==> src/rtl/ps2_pkg.sv <==
// Shared types and protocol constants for the PS/2 mouse init controller and packet assembler.
package ps2_pkg;

   typedef enum logic [2:0] {
      ST_SEND_RST,
      ST_WAIT_ACK_RST,
      ST_WAIT_BAT,
      ST_WAIT_ID,
      ST_SEND_EN,
      ST_WAIT_ACK_EN,
      ST_STREAM,
      ST_ERROR
   } state_t;

   localparam logic [7:0] CMD_RESET    = 8'hFF;
   localparam logic [7:0] CMD_ENABLE   = 8'hF4;
   localparam logic [7:0] RSP_ACK      = 8'hFA;
   localparam logic [7:0] RSP_RESEND   = 8'hFE;
   localparam logic [7:0] RSP_BAT_OK   = 8'hAA;
   localparam logic [7:0] RSP_BAT_FAIL = 8'hFC;
   localparam logic [7:0] RSP_MOUSE_ID = 8'h00;

   localparam int TIMER_W = 26;

   // Movement deltas carry their sign in packet byte 0, separate from the magnitude byte.
   function automatic logic [8:0] make_delta(input logic sign, input logic [7:0] value);
      return {sign, value};
   endfunction

endpackage

==> src/rtl/ps2_mouse_packet.sv <==
// Assembles 3-byte PS/2 mouse movement packets into button, delta and overflow fields.
module ps2_mouse_packet
   import ps2_pkg::*;
(
   input  logic       clk_i,
   input  logic       reset_i,
   input  logic       en_i,
   input  logic       clear_i,
   input  logic       rx_done_i,
   input  logic [7:0] rx_data_i,
   output logic       pkt_valid_o,
   output logic [2:0] btn_o,
   output logic [8:0] dx_o,
   output logic [8:0] dy_o,
   output logic [1:0] ovf_o
);

   logic [1:0] idx_q;
   // Byte 0 minus its always-one sync bit: {ovf_y, ovf_x, sign_y, sign_x, btn[2:0]}
   logic [6:0] hdr_q;
   logic [7:0] dx_byte_q;
   logic       pkt_valid_q;
   logic [2:0] btn_q;
   logic [8:0] dx_q;
   logic [8:0] dy_q;
   logic [1:0] ovf_q;

   always_ff @(posedge clk_i) begin
      pkt_valid_q <= 1'b0;
      if (reset_i) begin
         idx_q     <= 2'd0;
         hdr_q     <= '0;
         dx_byte_q <= '0;
         btn_q     <= '0;
         dx_q      <= '0;
         dy_q      <= '0;
         ovf_q     <= '0;
      end else if (clear_i) begin
         idx_q <= 2'd0;
      end else if (en_i && rx_done_i) begin
         case (idx_q)
            2'd0: begin
               if (rx_data_i[3]) begin
                  hdr_q <= {rx_data_i[7:4], rx_data_i[2:0]};
                  idx_q <= 2'd1;
               end
            end
            2'd1: begin
               dx_byte_q <= rx_data_i;
               idx_q     <= 2'd2;
            end
            2'd2: begin
               pkt_valid_q <= 1'b1;
               btn_q       <= hdr_q[2:0];
               dx_q        <= make_delta(hdr_q[3], dx_byte_q);
               dy_q        <= make_delta(hdr_q[4], rx_data_i);
               ovf_q       <= hdr_q[6:5];
               idx_q       <= 2'd0;
            end
            default: idx_q <= 2'd0;
         endcase
      end
   end

   assign pkt_valid_o = pkt_valid_q;
   assign btn_o       = btn_q;
   assign dx_o        = dx_q;
   assign dy_o        = dy_q;
   assign ovf_o       = ovf_q;

endmodule

==> src/rtl/ps2_mouse_init_ctrl.sv <==
// PS/2 mouse bring-up FSM: reset, BAT/ID check, enable streaming, then hand bytes to the packet assembler.
module ps2_mouse_init_ctrl
   import ps2_pkg::*;
#(
   parameter int TIMEOUT_CYCLES = 50_000_000,
   parameter int MAX_RETRIES    = 3
) (
   input  logic       clk_i,
   input  logic       reset_i,
   input  logic       restart_i,
   input  logic       tx_idle_i,
   input  logic       tx_done_i,
   output logic       tx_en_o,
   output logic [7:0] tx_data_o,
   input  logic       rx_done_i,
   input  logic [7:0] rx_data_i,
   output logic       init_done_o,
   output logic       error_o,
   output logic       pkt_valid_o,
   output logic [2:0] btn_o,
   output logic [8:0] dx_o,
   output logic [8:0] dy_o,
   output logic [1:0] ovf_o
);

   localparam int                   RETRY_W    = $clog2(MAX_RETRIES + 1) + 1;
   localparam logic [TIMER_W-1:0]   TIMER_LAST = TIMER_W'(TIMEOUT_CYCLES - 1);
   localparam logic [RETRY_W-1:0]   RETRY_MAX  = RETRY_W'(MAX_RETRIES);

   state_t               state_q;
   logic                 sent_q;
   logic                 tx_en_q;
   logic [7:0]           tx_data_q;
   logic [TIMER_W-1:0]   timer_q;
   logic [RETRY_W-1:0]   retry_q;

   logic timer_hit;
   logic stream_gap;
   logic pkt_en;
   logic pkt_clear;

   assign timer_hit  = (timer_q == TIMER_LAST);
   // A stalled packet in STREAM only drops the partial bytes; the FSM stays put.
   assign stream_gap = (state_q == ST_STREAM) && !rx_done_i && timer_hit;
   assign pkt_en     = (state_q == ST_STREAM);
   assign pkt_clear  = restart_i || !pkt_en || stream_gap;

   always_ff @(posedge clk_i) begin
      tx_en_q <= 1'b0;
      if (reset_i || restart_i) begin
         state_q   <= ST_SEND_RST;
         sent_q    <= 1'b0;
         tx_data_q <= CMD_RESET;
         timer_q   <= '0;
         retry_q   <= '0;
      end else begin
         unique case (state_q)
            ST_SEND_RST, ST_SEND_EN: begin
               if (!sent_q) begin
                  if (tx_idle_i) begin
                     tx_en_q <= 1'b1;
                     sent_q  <= 1'b1;
                  end
               end else if (tx_done_i) begin
                  sent_q  <= 1'b0;
                  timer_q <= '0;
                  state_q <= (state_q == ST_SEND_RST) ? ST_WAIT_ACK_RST : ST_WAIT_ACK_EN;
               end
            end

            ST_WAIT_ACK_RST, ST_WAIT_BAT, ST_WAIT_ID, ST_WAIT_ACK_EN: begin
               if (rx_done_i) begin
                  timer_q <= '0;
                  case (state_q)
                     ST_WAIT_ACK_RST: begin
                        if (rx_data_i == RSP_ACK) begin
                           state_q <= ST_WAIT_BAT;
                        end else if (rx_data_i == RSP_RESEND) begin
                           state_q   <= ST_SEND_RST;
                           tx_data_q <= CMD_RESET;
                        end
                     end
                     ST_WAIT_BAT: begin
                        if (rx_data_i == RSP_BAT_OK) begin
                           state_q <= ST_WAIT_ID;
                        end else if (rx_data_i == RSP_BAT_FAIL) begin
                           state_q <= ST_ERROR;
                        end
                     end
                     ST_WAIT_ID: begin
                        if (rx_data_i == RSP_MOUSE_ID) begin
                           state_q   <= ST_SEND_EN;
                           tx_data_q <= CMD_ENABLE;
                        end else begin
                           state_q <= ST_ERROR;
                        end
                     end
                     default: begin
                        if (rx_data_i == RSP_ACK) begin
                           state_q <= ST_STREAM;
                           retry_q <= '0;
                        end else if (rx_data_i == RSP_RESEND) begin
                           state_q   <= ST_SEND_EN;
                           tx_data_q <= CMD_ENABLE;
                        end
                     end
                  endcase
               end else if (timer_hit) begin
                  timer_q <= '0;
                  if (retry_q == RETRY_MAX) begin
                     state_q <= ST_ERROR;
                  end else begin
                     retry_q   <= retry_q + RETRY_W'(1);
                     state_q   <= ST_SEND_RST;
                     tx_data_q <= CMD_RESET;
                  end
               end else begin
                  timer_q <= timer_q + TIMER_W'(1);
               end
            end

            ST_STREAM: begin
               if (rx_done_i || timer_hit) begin
                  timer_q <= '0;
               end else begin
                  timer_q <= timer_q + TIMER_W'(1);
               end
            end

            default: begin
            end
         endcase
      end
   end

   assign tx_en_o     = tx_en_q;
   assign tx_data_o   = tx_data_q;
   assign init_done_o = (state_q == ST_STREAM);
   assign error_o     = (state_q == ST_ERROR);

   ps2_mouse_packet u_packet (
      .clk_i       (clk_i),
      .reset_i     (reset_i),
      .en_i        (pkt_en),
      .clear_i     (pkt_clear),
      .rx_done_i   (rx_done_i),
      .rx_data_i   (rx_data_i),
      .pkt_valid_o (pkt_valid_o),
      .btn_o       (btn_o),
      .dx_o        (dx_o),
      .dy_o        (dy_o),
      .ovf_o       (ovf_o)
   );

endmodule
==> config.mk <==
export PLATFORM = sky130hd
export DESIGN_NAME = ps2_mouse_init_ctrl
export DESIGN_NICKNAME = d
export VERILOG_FILES = /design/src/rtl/ps2_pkg.sv /design/src/rtl/ps2_mouse_packet.sv /design/src/rtl/ps2_mouse_init_ctrl.sv
export SDC_FILE = /design/constraint.sdc
export NUM_CORES = 1
export LEC_CHECK = 0
export ABC_AREA = 1
export CORE_UTILIZATION = 45
export CTS_BUF_LIST = sky130_fd_sc_hd__clkbuf_8
export DETAILED_ROUTE_END_ITERATION = 12
export PLACE_DENSITY = 0.66
export RECOVER_POWER = 100
export SYNTH_ARGS = -nofsm -noshare
export SYNTH_HDL_FRONTEND = slang
export SYNTH_SLANG_ARGS = --single-unit
==> constraint.sdc <==
create_clock -name clk_i -period 2.2 [get_ports clk_i]
set_input_delay 0.66 -clock clk_i [delete_from_list [all_inputs] [get_ports clk_i]]
set_output_delay 0.66 -clock clk_i [all_outputs]
set_load 0.1 [all_outputs]
## After elaboration in Yosys (flattened, before gate mapping)

Index checks and enable logic that the tools add are counted.
W data, S select, Z words.

- Add/subtract/negate cells: 2
- Equal/unequal tests: 31
- Muxes and demuxes: 41
- Bitwise operators: 3
- Reduce and logical (&&, ||, !) cells: 29

Operators by type and width:

| operator | number |
|---|---|
| $mux W26 | 5 |
| $pmux W26 S3 | 1 |
| $mux W8 | 8 |
| $mux W3 | 17 |
| $eq A8 B8 Y1 const B | 4 |
| $add A26 B1 Y26 const B | 1 |
| $eq A26 B26 Y1 const B | 1 |
| $pmux W8 S3 | 1 |
| $eq A3 B3 Y1 const B | 4 |
| $ne A2 B2 Y1 const B | 6 |
| $ne A3 B3 Y1 const B | 4 |
| $ne A5 B5 Y1 const B | 2 |
| $eq A3 B2 Y1 const B | 3 |
| $pmux W3 S3 | 1 |
| $reduce_and A3 Y1 | 3 |
| $reduce_and A9 Y1 | 1 |
| $reduce_or A3 Y1 | 3 |
| $logic_not A8 Y1 | 1 |
| $reduce_and A7 Y1 | 1 |
| $ne A6 B6 Y1 const B | 1 |
| $pmux W3 S2 | 1 |
| $reduce_and A5 Y1 | 1 |
| $logic_or A1 B1 Y1 | 4 |
| $mux W1 | 4 |
| 20 further kinds | 28 |

- Register bits: 83
- Bits of input ports: 14
- Output and inout bits: 35
- Word-level logic and storage cells: 120

## Depth between registers and ports, before layout

Gate-level depths: netlist of the first run.

- Word-level depth: 6
- Depth in mapped cells: 14
- Mapped depth without buffers: 13

## Hierarchy

From an unflattened synthesis of the first run, not the netlist that was laid out.

- Cells, all modules: 585
- Area total of the unflattened synthesis: 3918.8 sq um

Modules (own cells, without submodules):

| module | times used | cells an instance | area an instance (sq um) | seq. area each (sq um) |
|---|---|---|---|---|
| ps2_mouse_init_ctrl | 1 | 372 | 2321.0 | 700.7 |
| ps2_mouse_packet | 1 | 213 | 1597.8 | 820.8 |

## Worst setup path before layout of the first run

No wires, ideal clock.

- Kind: reg-to-output
- From: reg state_q[0]
- To: out error_o
- Arrival time: 1834 ps
- Path slack: -294 ps
- Stages on the path, launching flop included: 3
- Path buffers: 0
- Cells stage by stage: dfxtp_1 > inv_1 > nor2_1

- Word-level cells in the longest chain between the ends: 1

Ends and longest elaborated chain:

| element | RTL line | source |
|---|---|---|
| start, declared | ps2_mouse_init_ctrl.sv:30 | `state_t state_q;` |
| start signal, assigned | ps2_mouse_init_ctrl.sv:67 | `state_q <= (state_q == ST_SEND_RST) ? ST_WAIT_ACK_RST : ST_WAIT_ACK_EN;` |
| $eq A3 B3 Y1 | ps2_mouse_init_ctrl.sv:139 | `assign error_o = (state_q == ST_ERROR);` |
| end, declared | ps2_mouse_init_ctrl.sv:18 | `output logic error_o,` |

No other way between the ends.

## Worst setup path after layout of the first run

Ends and elaborated chain as after synthesis.

==> results of run 1 <==
-- power by group through the flow --
stage	registers, mW	logic (mW)	clock network [mW]
floorplan	1.42	0.116	0
finish	1.38	0.203	1.29
global placement	1.41	0.205	0
global route	1.38	0.220	1.39
CTS	1.38	0.206	1.32
detailed placement	1.41	0.205	0
-- how the worst max path moves through the flow --
stage | cells past startpoint | slack (ns) | from | to
after global placement | 12 | -0.16 | rx_data_i[7] | state_q[0]
final | 3 | 0.15 | state_q[0] | error_o
after CTS | 3 | 0.12 | state_q[0] | error_o
after global routing | 11 | 0.01 | timer_q[13] | u_packet.hdr_q[2]
after floorplan | 9 | 0.12 | state_q[1] | u_packet.hdr_q[0]
after detailed placement | 8 | -0.23 | rx_data_i[7] | retry_q[0]
-- timing repair --
| item | 4_1_cts | 5_1_grt |
|---|---|---|
| setup endpoints to repair | 0 | 22 |
| setup buffers | 0 | 0 |
| resized for setup | 0 | 4 |
-- synth_stat cells, types with 2 or more instances --
cell type / instances
nor2_2: 5
nor2_1: 65
nand2_2: 5
xnor2_1: 2
nand2_4: 2
inv_1: 49
nor2_4: 2
nor3_1: 11
xor2_1: 7
nand4_1: 7
buf_6: 2
inv_2: 6
a211oi_1: 2
o21a_1: 2
nand3b_1: 2
buf_4: 9
nand2_1: 121
o21ai_0: 20
nand3_1: 57
dfxtp_1: 76
buf_2: 6
nor3b_1: 3
clkbuf_1: 7
a21oi_1: 56
ha_1: 3
-- sequential cells by signal (all words and copies together), names as in the netlist, 2 cells and up --
name                cells
timer_q                26
u_packet.dx_o           9
u_packet.dy_o           9
u_packet.dx_byte_q      8
u_packet.hdr_q          7
retry_q                 3
state_q                 3
u_packet.btn_o          3
u_packet.idx_q          2
u_packet.ovf_o          2
-- per-layer routing --
metal | vias to the layer above | track usage, % | part of all wire (%)
li1 | 1881 | - | -
met1 | 1601 | 30.6 | 49
met2 | 90 | 36.3 | 45
met3 | 8 | 4.07 | 5.0
met4 | 0 | 6.03 | 0.90
met5 | - | 0 | 0
-- critical path: cells and delay by family, from the launching register on --
family / cells / cell delay [ns]
buffers and inverters: 2 / 0.34
DFF: 1 / 0.50
and+or+nand+nor: 1 / 0.21
-- metrics by stage --
stage               hold slack [ns]  setup TNS [ns]  area, um2
floorplan                     0.428               0       3750
global placement              0.436           -2.77       4470
detailed placement            0.454           -4.38       4470
CTS                           0.465               0       4710
global route                  0.486               0       4590
finish                        0.459               0       4590
-- cell families after synthesis --
family / after synthesis / synth area share [%]
xor+xnor: 9 / 2.11
buf+inv: 80 / 9.56
other cells: 1 / 0.101
flops: 76 / 40.8
fa+ha+maj: 3 / 1.01
simple gates: 285 / 34.3
compound gates: 85 / 12.1
-- final cells by class --
| type | count | area, um2 |
|---|---|---|
| Multi-Input combinational cell | 387 | 1870 |
| Clock buffer | 10 | 138 |
| Tap cell | 102 | 128 |
| Clock inverter | 6 | 111 |
| Sequential cell | 76 | 1520 |
| Fill cell | 761 | 3290 |
| Inverter | 56 | 210 |
| Timing Repair Buffer | 79 | 618 |
==> impl_metrics.yaml, run 1 <==
routing:
  drt_iter0_markers: 236
  ant_nets: 0
  first_pass_iters: 5
  vias_per_cell: 5.00
  drc: 0
  wl_per_cell_um: 12.2
  wirelength_um: 8720
  vias: 3580
die:
  io_pins: 49
  fp-row-count: 32
  fp.dieArea_um2: 8650
  die_x_um: 93.0
  dieHeight_um: 93.0
  start_util_pct: 47.3
  core-area_um2: 7890
clock_network:
  cts.reportedPaths.clkPinSlew_ns: 0.08
  cts_made_buffers: 9
  cts_tree: "built"
  htree_levels: 3
  cts_buffer_depth: 2
  clock-sinks: 76
  clk_latency_ns: 0.34
  cts-root-buf: "clkbuf_8"
  ctsHoldBuffers: 0
min_path:
  min_to: "retry_q[2]"
  hp-start: "retry_q[2]"
  worstHoldPathCells: 2
  hp-class: "register to register"
yosys:
  async_reset_ff_share_pct: 0
  syn_inst: 539
  netlist_area_um2: 3730
  ys_seq_area_share_pct: 40.8
  yosys_warnings: 0
  synth_ff_type: "dfxtp_1"
  synth_top_area_share_pct: 40.8
  syn_avg_cell_area_um2: 6.92
  synth_cell_types: 37
  synth_edf_count: 0
  synth_area_leaders: "dfxtp_1, nand2_1, nand3_1"
  ys_seq_elements: 76
  synth_top_area_cell: "dfxtp_1"
pwr:
  power.leakage_nw: 1.84
  combPwrFrac_pct: 7.1
  switching_share_pct: 22.4
  pwr-share-clk_pct: 45.0
  power_density_nw_per_um2: 626
  p_seq_share_pct: 47.9
  power_mw: 2.88
  p_int_mw: 2.23
  p_sw_uw: 645
  irDropWorstVdd_uv: 342
timing:
  finalSetupViolCount: 0
  worstMarginPinSlew_ns: 0.547
  hold_viol: 0
  worst_slack_ns: 0.147
  max_freq_mhz: 487
  slew_violations: 0
  slew_headroom_pct: 63.7
  clock_skew_ns: 0.00941
  rsz0062_at_grt: "no"
  fin_crit_ns: 2.05
  fin_crit_sh_pct: 93.3
final_layout:
  final_common_cell: "nand2_1"
  antenna_cells: 0
  stdcell_count: 716
  drive_gt1_share_pct: 17.4
  final_cell_mix: "nand2_1, dfxtp_1, nor2_1"
  fin_util_pct: 58.2
  nets: 626
  area_growth_pct: 23.2
worst_setup_path:
  cpMaxStageDelayCell: "dfxtp_1"
  cp_max_fo: 7
  r2r_start: "timer_q[0]"
  cp.required_ns: 1.54
  critPathLaunchType: "register"
  cp.arrival_ns: 1.39
  cpPeakStageDelay_ns: 0.50
  cp-end-kind: "output port"
  path_cells: "inv_1, nor2_1, buf_12"
  rr_endpoint: "u_packet.hdr_q[2]"
  r2r_setup_slack_ns: 0.25
  ff2ff_path_depth: 12
  crit_type: "register to output port"
global_routing:
  grt_start_max_net_pins: 31
  grt_usage_pct: 22.4
  overflow: 0
  grt_pass1_vias: 3332
  grt_pass1_wl_um: 15500
  antenna_found_initial: 0
place:
  dp_hpwl_um: 6570
  routabilityCongestion: 0.897
  dp_cells: 700
  io_buffers: 43
  pre_cts_slack_ns: -0.230
run_status:
  status: "finished clean"
flow_run:
  drv_cap: 0
Note: power is estimated with default switching activity, not from simulation.
==> run 2: changes to the inputs <==
--- a/config.mk
+++ b/config.mk
@@ -9,6 +9,7 @@
 export CORE_UTILIZATION = 45
 export CTS_BUF_LIST = sky130_fd_sc_hd__clkbuf_8
 export DETAILED_ROUTE_END_ITERATION = 12
+export MAX_ROUTING_LAYER = met4
 export PLACE_DENSITY = 0.66
 export RECOVER_POWER = 100
 export SYNTH_ARGS = -nofsm -noshare
==> run 2 against run 1 <==
Compared with the run above: core utilization is 1.1 points lower; critical path depth is 9 higher; sequential share of layout area is 0.62 points higher; combinational power is 3% lower; final cell count stayed put; non-clock buffer count stayed put; clock power is 10% lower; critical endpoint is now state_q[0]; largest cell class unchanged.
==> impl_metrics.yaml, run 2 (synthesis results as in run 1) <==
run_status:
  status: "finished clean"
timing:
  max_freq_mhz: 485
  hold_viol: 0
  fin_crit_sh_pct: 93.6
  tns_ns: 0
  slew_headroom_pct: 63.7
  worstMarginPinSlew_ns: 0.546
  fin_crit_ns: 2.06
  slew_violations: 0
  clock_skew_ns: 0.00886
  finalSetupViolCount: 0
  rsz0062_at_grt: "no"
routing:
  wl_per_cell_um: 12.3
  drt_iter0_markers: 169
  vias: 3610
  vias_per_cell: 5.04
  first_pass_iters: 5
  drc: 0
  ant_nets: 0
  wirelength_um: 8780
final_layout:
  final_cell_mix: "nand2_1, dfxtp_1, nor2_1"
  nets: 626
  largest_reg_flops: 26
  final_common_cell: "nand2_1"
  area_growth_pct: 21.0
  drive_gt1_share_pct: 16.4
  top_register: "timer_q"
  fin_area_um2: 4510
  fillCellCount: 754
  antenna_cells: 0
worst_setup_path:
  endpoint: "state_q[0]"
  cp-end-kind: "register"
  rr_endpoint: "timer_q[23]"
  cp_max_fo: 5
  r2r_setup_slack_ns: 0.20
  startpoint: "rx_data_i[7]"
  critPathLaunchType: "input port"
  ff2ff_path_depth: 12
  r2r_start: "state_q[0]"
  crit_type: "input port to register"
  cp.required_ns: 2.43
  cp.arrival_ns: 2.29
clock_network:
  clk_latency_ns: 0.34
  htree_levels: 3
  cts_buffer_depth: 2
  clock-sinks: 76
  cts_made_buffers: 9
  cts-root-buf: "clkbuf_8"
  ctsHoldBuffers: 0
  cts.reportedPaths.clkPinSlew_ns: 0.08
  cts_tree: "built"
pwr:
  power.leakage_nw: 1.81
  power_density_nw_per_um2: 606
  power_mw: 2.73
  irDropWorstVdd_uv: 391
die:
  die_x_um: 93.0
  start_util_pct: 47.3
  io_pins: 49
  fp-row-count: 32
  core-area_um2: 7890
  dieHeight_um: 93.0
  fp.dieArea_um2: 8650
global_routing:
  grt_pass1_wl_um: 15000
  grt_start_max_net_pins: 31
  grt_pass1_vias: 3275
  overflow: 0
  grt_usage_pct: 22.3
  antenna_found_initial: 0
place:
  dpl_cell_area_um2: 4470
  dp_hpwl_um: 6560
  routabilityCongestion: 0.912
  io_buffers: 43
flow_run:
  drv_cap: 0
min_path:
  hp-class: "register to register"
[run 2: metrics by stage]
stage	setup WS [ns]	hold WS (ns)	utilization, %	cells
finish	0.140	0.461	57.2	716
global placement	-0.156	0.436	56.6	700
global route	0.0201	0.489	57.2	716
floorplan	0.117	0.428	-	543
detailed placement	-0.231	0.449	56.6	700
CTS	0.114	0.462	59.3	716
[run 2: worst min path at each step]
stage | from | to | slack (ns) | cells after the start
after CTS | retry_q[1] | retry_q[1] | 0.46 | 2
after global placement | retry_q[1] | retry_q[1] | 0.44 | 2
final | retry_q[2] | retry_q[2] | 0.46 | 2
after detailed placement | retry_q[1] | retry_q[1] | 0.45 | 2
after global routing | u_packet.ovf_o[1] | u_packet.ovf_o[1] | 0.49 | 2
after floorplan | retry_q[1] | retry_q[1] | 0.43 | 2
[run 2: final cells by class]
class	instances	area (um2)	share of cell area (%)
multi-input combinational	387	1860	41.1
sequential	76	1520	33.7
timing repair buffer	79	582	12.9
inverter	56	210	4.66
tap	102	128	2.83
clock buffer	9	124	2.75
clock inverter	7	90.1	2.00
[run 2: worst max-delay path: stages]
cell and delay, ns:
clkdlybuf4s50_1 0.51, nand2_1 0.10, nor2_2 0.21, nand2_1 0.10, nand2_1 0.09, nor2_1 0.05
nor2_1 0.07, nand2_1 0.05, nand2_1 0.08, nand2_1 0.09, o21ai_0 0.19, nor2_1 0.07
[run 2: power breakdown]
group / switching, mW / internal [mW]
Clock: 0.521 / 0.635
Combinational: 0.131 / 0.0657
Sequential: 0.00230 / 1.38
[run 2: layer usage]
layer	track usage, %	wire (um)	up-vias
met2	33.9	3950	104
li1	-	-	1883
met3	3.90	425	10
met5	-	0	-
met4	6.67	65	0
met1	30.5	4330	1613
[run 2: what timing repair did]
action                     CTS  global route
setup endpoints to repair    0            29
setup buffers                0             0
resized for setup            0             3
